File: config.mk
export PLATFORM = sky130hd
export DESIGN_NAME = ps2_scancode_queue
export DESIGN_NICKNAME = d
export VERILOG_FILES = /design/src/rtl/ps2_scancode_queue.sv
export SDC_FILE = /design/constraint.sdc
export NUM_CORES = 1
export LEC_CHECK = 0
export BUFFER_PORTS_ARGS = -buffer_cell sky130_fd_sc_hd__buf_2
export CORE_MARGIN = 2
export CORE_UTILIZATION = 45
export CTS_BUF_LIST = sky130_fd_sc_hd__clkbuf_8 sky130_fd_sc_hd__clkbuf_16
export DETAILED_ROUTE_END_ITERATION = 7
export GPL_TIMING_DRIVEN = 0
export PLACE_DENSITY_LB_ADDON = 0.3
export SLEW_MARGIN = 15
export SYNTH_ARGS = -nofsm -noshare
export SYNTH_HDL_FRONTEND = slang
export SYNTH_SLANG_ARGS = --single-unit
File: constraint.sdc
create_clock -name clock -period 3.2 [get_ports clock]
set_input_delay 0.64 -clock clock [delete_from_list [all_inputs] [get_ports clock]]
set_output_delay 0.64 -clock clock [all_outputs]
set_load 0.02 [all_outputs]
File: src/rtl/ps2_scancode_queue.sv
// PS/2 set-2 scan-code folder and first-word-fall-through event queue.
// Turns E0/F0 prefixed byte runs into {is_break, is_ext, code} entries.
module ps2_scancode_queue #(
    parameter int DEPTH      = 16,
    parameter int ADDR_W     = 4,
    parameter bit DROP_BREAK = 1'b0
) (
    input  logic              clock,
    input  logic              reset,
    input  logic              key_valid,
    input  logic [7:0]        key_data,
    input  logic              pop,
    input  logic              clear,
    output logic [9:0]        rd_data,
    output logic              rd_valid,
    output logic [ADDR_W:0]   count,
    output logic              overflow,
    output logic              proto_err
);

    typedef enum logic [1:0] {
        S_IDLE,
        S_EXT,
        S_BRK,
        S_EXT_BRK
    } state_t;

    localparam logic [ADDR_W:0] FULL = (ADDR_W+1)'(DEPTH);

    state_t              r_state;
    state_t              w_state_nxt;
    logic                r_key_prev;
    logic [ADDR_W-1:0]   r_wptr;
    logic [ADDR_W-1:0]   r_rptr;
    logic [ADDR_W:0]     r_count;
    logic                r_overflow;
    logic                r_proto_err;
    logic [9:0]          r_mem [DEPTH];

    logic                w_accept;
    logic                w_is_e0;
    logic                w_is_f0;
    logic                w_bad;
    logic                w_push;
    logic                w_push_q;
    logic                w_perr;
    logic [9:0]          w_entry;
    logic                w_empty;
    logic                w_full;
    logic                w_do_pop;
    logic                w_do_push;
    logic                w_ovf;

    assign w_accept = key_valid & ~r_key_prev;
    assign w_is_e0  = (key_data == 8'hE0);
    assign w_is_f0  = (key_data == 8'hF0);
    assign w_bad    = (key_data == 8'h00) | (key_data == 8'hFF);

    always_comb begin
        w_state_nxt = r_state;
        w_push      = 1'b0;
        w_perr      = 1'b0;
        w_entry     = 10'd0;
        if (w_accept) begin
            unique case (r_state)
                S_IDLE: begin
                    if (w_is_e0) begin
                        w_state_nxt = S_EXT;
                    end else if (w_is_f0) begin
                        w_state_nxt = S_BRK;
                    end else if (w_bad) begin
                        w_perr = 1'b1;
                    end else begin
                        w_push  = 1'b1;
                        w_entry = {2'b00, key_data};
                    end
                end
                S_EXT: begin
                    if (w_is_f0) begin
                        w_state_nxt = S_EXT_BRK;
                    end else if (w_is_e0) begin
                        w_state_nxt = S_EXT;
                    end else if (w_bad) begin
                        w_perr      = 1'b1;
                        w_state_nxt = S_IDLE;
                    end else begin
                        w_push      = 1'b1;
                        w_entry     = {2'b01, key_data};
                        w_state_nxt = S_IDLE;
                    end
                end
                S_BRK: begin
                    w_state_nxt = S_IDLE;
                    if (w_is_e0 | w_is_f0 | w_bad) begin
                        w_perr = 1'b1;
                    end else begin
                        w_push  = 1'b1;
                        w_entry = {2'b10, key_data};
                    end
                end
                S_EXT_BRK: begin
                    w_state_nxt = S_IDLE;
                    if (w_is_e0 | w_is_f0 | w_bad) begin
                        w_perr = 1'b1;
                    end else begin
                        w_push  = 1'b1;
                        w_entry = {2'b11, key_data};
                    end
                end
            endcase
        end
    end

    // Break events still walk the FSM; only the enqueue is suppressed.
    assign w_push_q  = w_push & ~(DROP_BREAK & w_entry[9]);

    assign w_empty   = (r_count == '0);
    assign w_full    = (r_count == FULL);
    assign w_do_pop  = pop & ~w_empty;
    assign w_do_push = w_push_q & (~w_full | w_do_pop);
    assign w_ovf     = w_push_q & w_full & ~w_do_pop;

    always_ff @(posedge clock or posedge reset) begin
        if (reset) begin
            r_state     <= S_IDLE;
            r_key_prev  <= 1'b0;
            r_wptr      <= '0;
            r_rptr      <= '0;
            r_count     <= '0;
            r_overflow  <= 1'b0;
            r_proto_err <= 1'b0;
        end else begin
            r_key_prev <= key_valid;
            if (clear) begin
                r_state     <= S_IDLE;
                r_wptr      <= '0;
                r_rptr      <= '0;
                r_count     <= '0;
                r_overflow  <= 1'b0;
                r_proto_err <= 1'b0;
            end else begin
                r_state <= w_state_nxt;
                if (w_do_push) r_wptr <= r_wptr + ADDR_W'(1);
                if (w_do_pop)  r_rptr <= r_rptr + ADDR_W'(1);
                case ({w_do_push, w_do_pop})
                    2'b10:   r_count <= r_count + 1'b1;
                    2'b01:   r_count <= r_count - 1'b1;
                    default: r_count <= r_count;
                endcase
                if (w_ovf)  r_overflow  <= 1'b1;
                if (w_perr) r_proto_err <= 1'b1;
            end
        end
    end

    // On a full push+pop the write slot is the head being popped.
    always_ff @(posedge clock) begin
        if (w_do_push && !clear) r_mem[r_wptr] <= w_entry;
    end

    assign rd_valid  = ~w_empty;
    assign rd_data   = w_empty ? 10'd0 : r_mem[r_rptr];
    assign count     = r_count;
    assign overflow  = r_overflow;
    assign proto_err = r_proto_err;

endmodule

== Word level (Yosys, flattened, before mapping) ==
Memory sizes are Yosys's and may differ from the RTL's.
Cells that the tools add are included.

* Memory bits (writable): 160
* Memories: 1
* Register bits after elaboration: 18
* Output and inout bits: 18

{| class="wikitable"
|+ Memory list
! memory !! words !! bits a word !! rd ports !! clocked after Yosys merged registers in !! write ports !! line !! text
|-
| r_mem || 16 || 10 || 1 || 0 || 1 || 38 || <nowiki>logic [9:0] r_mem [DEPTH];</nowiki>
|}

* Reductions and logical operators: 13
* Equal/unequal tests: 10
* $add $sub $neg: 4
* Bitwise gates (word level): 13
* Multiplexer cells: 46

{| class="wikitable"
|+ Operator list
! kind !! number
|-
| $mux W10 || 4
|-
| $pmux W10 S4 || 1
|-
| $mux W9 || 3
|-
| $eq A8 B8 Y1 const B || 3
|-
| $mux W8 || 3
|-
| $mux W1 || 21
|-
| $mux W4 || 4
|-
| $mux W2 || 5
|-
| $pmux W5 S2 || 1
|-
| $reduce_bool A2 Y1 || 5
|-
| $add A4 B1 Y4 const B || 2
|-
| $logic_not A8 Y1 || 1
|-
| $eq A2 B2 Y1 const B || 3
|-
| $pmux W1 S3 || 2
|-
| $pmux W2 S3 || 1
|-
| $add A5 B1 Y5 const B || 1
|-
| $and A1 B1 Y1 || 5
|-
| $eq A5 B5 Y1 const B || 1
|-
| $logic_not A5 Y1 || 1
|-
| $mux W5 || 1
|-
| $sub A5 B1 Y5 const B || 1
|-
| $eq A2 B1 Y1 const B || 2
|-
| $ne A4 B4 Y1 const B || 1
|-
| $not A1 Y1 || 4
|-
| other kinds (7) || 10
|}

== Longest topological paths before layout ==
* Depth in word-level cells: 11
* Depth in mapped cells: 9
* Mapped depth without buffers: 9

== Worst setup path before layout ==
Ideal clock, no wire load.

* Kind: input to register
* Start: input key_data[4]
* End: register r_count[4], in the netlist count[4]
* Required time: 3.063 ns
* Stages: 9
* Setup slack: 0.269 ns
* Data arrival time: 2.794 ns
* Cells stage by stage: or4_1 -> o211a_1 -> nor3_4 -> ha_1 -> a21o_1 -> a21o_1 -> nor3b_1 -> mux2i_1 -> a31oi_1

* Longest elaborated chain between the ends: 11
* Elaborated cells on any way between the ends: 21
* Classes of those cells: 5 x eq/ne; 10 x mux; 4 x bitwise; 2 x reduce/logical

{| class="wikitable"
|+ Ends and longest elaborated chain
! what !! line !! text
|-
| from (decl) || 11 || <nowiki>input logic [7:0] key_data,</nowiki>
|-
| $eq A8 B8 Y1 or $logic_not A8 Y1 (tied branches) || 57 || <nowiki>assign w_bad = (key_data == 8'h00) | (key_data == 8'hFF);</nowiki>
|-
| $or A1 B1 Y1 || 57 ||
|-
| $mux W1 || 71, 83 ||
|-
| $mux W1, on equally long branches || 81, 69 ||
|-
| $mux W1, on equally long branches || 79, 67 ||
|-
| $pmux W1 S3 (*) || 65 || <nowiki>unique case (r_state)</nowiki>
|-
| $mux W1 (*) || 64 || <nowiki>if (w_accept) begin</nowiki>
|-
| $and A1 B1 Y1 (*) || 120 || <nowiki>assign w_do_push = w_push_q & (~w_full | w_do_pop);</nowiki>
|-
| $eq A2 B1 Y1 or $eq A2 B2 Y1 (tied branches) || 145 || <nowiki>case ({w_do_push, w_do_pop})</nowiki>
|-
| $pmux W5 S2 || 145 ||
|-
| $mux W5 || 134 || <nowiki>if (clear) begin</nowiki>
|-
| to (signal assigned) || 146 || <nowiki>2'b10: r_count <= r_count + 1'b1;</nowiki>
|-
| to (signal assigned) || 147 || <nowiki>2'b01: r_count <= r_count - 1'b1;</nowiki>
|-
| to (signal assigned) || 148 || <nowiki>default: r_count <= r_count;</nowiki>
|-
| to (decl) || 35 || <nowiki>logic [ADDR_W:0] r_count;</nowiki>
|}

Mark *: on every way between the ends. The rest lies on a longest branch, timed or not.
A chain may end at the register's enable or synchronous reset.

== Final worst setup path ==
* Start: register r_rptr[0]
* End: output rd_data[2]

* Longest elaborated chain between the ends: 2

{| class="wikitable"
|+ Ends and longest elaborated chain
! what !! line !! text
|-
| from (decl) || 34 || <nowiki>logic [ADDR_W-1:0] r_rptr;</nowiki>
|-
| from (signal assigned) || 144 || <nowiki>if (w_do_pop) r_rptr <= r_rptr + ADDR_W'(1);</nowiki>
|-
| $mem_v2 Z16 W10 || -- ||
|-
| $mux W10 || 162 || <nowiki>assign rd_data = w_empty ? 10'd0 : r_mem[r_rptr];</nowiki>
|-
| to (decl) || 14 || <nowiki>output logic [9:0] rd_data,</nowiki>
|}

Every way passes these cells.

==> flow_metrics.env <==
export IMPL_root_buffer="clkbuf_16"
export IMPL_synth_compound_area_share_pct=2.81
export IMPL_grt_overflow=0
export IMPL_async_flop_share_pct=10.1
export IMPL_grt_first_pass_wirelength_um=22900
export IMPL_postPlaceCellArea_um2=7860
export IMPL_crit_path_max_incr_delay_ps=550
export IMPL_min_period_over_period_pct=98.7
export IMPL_synth_seq_area_share_pct=70.6
export IMPL_multi_input_area_um2=2080
export IMPL_synth_distinct_cells=46
export IMPL_tritoncts="built"
export IMPL_final_common_cell="edfxtp_1"
export IMPL_final_max_slew_viol_count=0
export IMPL_antenna_found_initial=0
export IMPL_grt_max_degree=19
export IMPL_critPathLaunchType="flip-flop"
export IMPL_wl_per_cell_um=23.1
export IMPL_ys_ff_latch=178
export IMPL_status="completed"
export IMPL_drtIter0Drc=380
export IMPL_min_period_ps=3160
export IMPL_yosysWarnings=0
export IMPL_cp_max_fo=9
export IMPL_nNetsFinal=457
export IMPL_cts_made_buffers=17
export IMPL_synthCells=382
export IMPL_power_w=0.00643
export IMPL_crit_chain="buf_12, buf_12, mux4_2, mux4_2, and2_1, buf_4"
export IMPL_worst_ep_arrival_time_ps=2520
export IMPL_path_clk_slew_ps=70
export IMPL_mostFrequentLayoutCells="edfxtp_1, mux4_2, buf_2, and2_1, clkbuf_16"
export IMPL_io_buffers=29
export IMPL_synth_edff_count=160
export IMPL_clock_latency_ps=440
export IMPL_initial_core_util_pct=45.5
export IMPL_slew_headroom_pct=46.1
export IMPL_max_vdd_ir_drop_v=0.000484
export IMPL_synth_ff_type="edfxtp_1"
export IMPL_crit_path_end_kind="output pin"
export IMPL_synth_xor_area_share_pct=0.589
export IMPL_max_freq_ghz=0.317
export IMPL_vias_per_cell=5.61
export IMPL_finalWeightedCongestion=0.825
export IMPL_fin_area_um2=8640
export IMPL_grt_util_all_layers_pct=18.3
export IMPL_die_x_um=133
export IMPL_leakage_nw=2.94
export IMPL_avgSynthCellArea_um2=19.5
export IMPL_core_area_um2=16300
export IMPL_netlist_area_um2=7440
export IMPL_drc=0
export IMPL_synth_fa_ha_area_share_pct=1.61
export IMPL_grt_pass1_vias=3808
export IMPL_die_h_um=133
export IMPL_placement_rows=47
export IMPL_cellPowerDensity_nw_per_um2=744
export IMPL_ff_latch_area_um2=5260
export IMPL_final_layout_size_suffix_gt1_share_pct=30.8
export IMPL_cp_slowest_cell="mux4_2"
export IMPL_fin_skew_ps=16.4
export IMPL_required_ps=2560
export IMPL_setup_worst_path_class="reg -> out"
export IMPL_synth_area_mux_share_pct=16.0
export IMPL_dp_hpwl_um=9730
export IMPL_ioPinCount=31
export IMPL_n_fill_cell=1337
export IMPL_finalSetupViolations=0
export IMPL_wl_um=15400
export IMPL_postRouteAntennaNets=0
export IMPL_maxCapViolCount=0
export IMPL_vias=3747
export IMPL_area_delta_synth_final_pct=16.2
export IMPL_tightest_slew_ps=809
export IMPL_hp_class="in -> async"
export IMPL_finalHoldViolations=0
export IMPL_n_antenna_cell=0
export IMPL_rsz0062_at_grt="true"
export IMPL_htreeDepth=4
export IMPL_synth_simple_gate_area_share_pct=6.91
export IMPL_synth_top_family_by_area="multiplexers"
export IMPL_dr_pass1_iters=4
export IMPL_cts_sinks=178
export IMPL_die_area_um2=17600
export IMPL_clockBufferDepth=2
export IMPL_synth_fp_nets=404
## where the power goes
group	internal [W]	leakage, nW	switching (W)
logic	0.000842	0.962	0.000840
registers	0.00256	1.70	0.0000622
clock network	0.00123	0.280	0.000893
total	0.00464	2.94	0.00180
## sequential cells by signal, summed over array words and instances (netlist names)
name / count
proto_err: 1
r_wptr: 4
r_state: 2
count: 5
overflow: 1
r_rptr: 4
r_mem: 160
r_key_prev: 1
## repair_timing
action | CTS | global route
setup endpoints to repair | 10 | 10
cloned | 0 | 2
gates resized for setup | 20 | 7
hold buffers | 0 | 0
buffers inserted | 0 | 4
## Yosys cell counts, types with 2 or more instances
cell	number	share of area, %
edfxtp_1	160	65
mux4_2	50	15
and2_1	20	1.7
dfrtp_1	18	6.1
nor2_1	13	0.66
and3_1	10	0.84
clkbuf_1	10	0.50
and4_1	9	1.1
ha_1	8	1.3
nand2_1	8	0.40
a21oi_1	7	0.47
inv_1	5	0.25
a21o_1	4	0.40
buf_4	4	0.40
mux2i_1	4	0.54
nand3_1	4	0.27
nor2b_1	4	0.34
o21ai_0	4	0.27
a211oi_1	3	0.30
xnor2_1	3	0.35
buf_1	2	0.10
mux2_2	2	0.30
nand2b_1	2	0.17
nand4_1	2	0.17
nor4_1	2	0.17
o211ai_1	2	0.20
or4_4	2	0.30
xor2_1	2	0.24
## kinds of logic (layout without fill, tap and decap cells)
kind of cell / after synthesis / in the layout
flops: 178 / 178
simple gates: 83 / 83
xor+xnor: 5 / 5
compound gates: 28 / 28
fa+ha+maj: 9 / 9
buf+inv: 23 / 89
mux: 56 / 56
## stage by stage
| stage | setup WS (ps) | utilization [%] | hold slack [ps] | TNS, ps | instances |
|---|---|---|---|---|---|
| floorplan | 269 | - | 508 | 0 | 382 |
| global route | -27.2 | 52.9 | 327 | -131 | 668 |
| finish | 40.7 | 52.9 | 301 | 0 | 668 |
| detailed placement | -90.0 | 48.1 | 476 | -120 | 631 |
| CTS | -11.6 | 52.2 | 321 | -36.9 | 662 |
| global placement | -31.8 | 48.1 | 477 | -62.6 | 631 |
## worst max-delay path, delay by kind of cell, from the launching register on
kind / cells / cell delay [ps]
simple gates: 1 / 180
mux: 2 / 1020
buf+inv: 3 / 470
flops: 1 / 400
## routing by layer
metal / global-route usage, % / vias to the layer above / share of wire (%)
met5: 0 / - / 0
met4: 6.39 / 0 / 1.4
met3: 4.90 / 19 / 6.8
met2: 29.9 / 107 / 51
met1: 23.9 / 1946 / 41
li1: - / 1675 / -
## layout make-up
| type | instances | share of cell area (%) |
|---|---|---|
| buffer | 17 | 2.10 |
| clock buffer | 17 | 4.92 |
| clock inverter | 15 | 2.13 |
| inverter | 5 | 0.217 |
| multi-input combinational | 181 | 24.0 |
| sequential | 178 | 60.8 |
| tap | 220 | 3.18 |
| timing repair buffer | 35 | 2.63 |
## final timing paths
kind | start | endpoint | slack (ps) | depth (start not counted)
min in group clock | key_valid | r_key_prev$_DFF_PP0_ | 340 | 1
max reg2reg | count[0]$_DFFE_PP0P_ | count[4]$_DFFE_PP0P_ | 320 | 9
min | reset | count[1]$_DFFE_PP0P_ | 300 | 2
min reg2reg | proto_err$_DFFE_PP0P_ | proto_err$_DFFE_PP0P_ | 490 | 2
max in group asynchronous | reset | r_rptr[2]$_DFFE_PP0P_ | 2450 | 2
max | r_rptr[0]$_DFFE_PP0P_ | rd_data[2] | 40 | 6
Power figures use the tool's default switching activity.
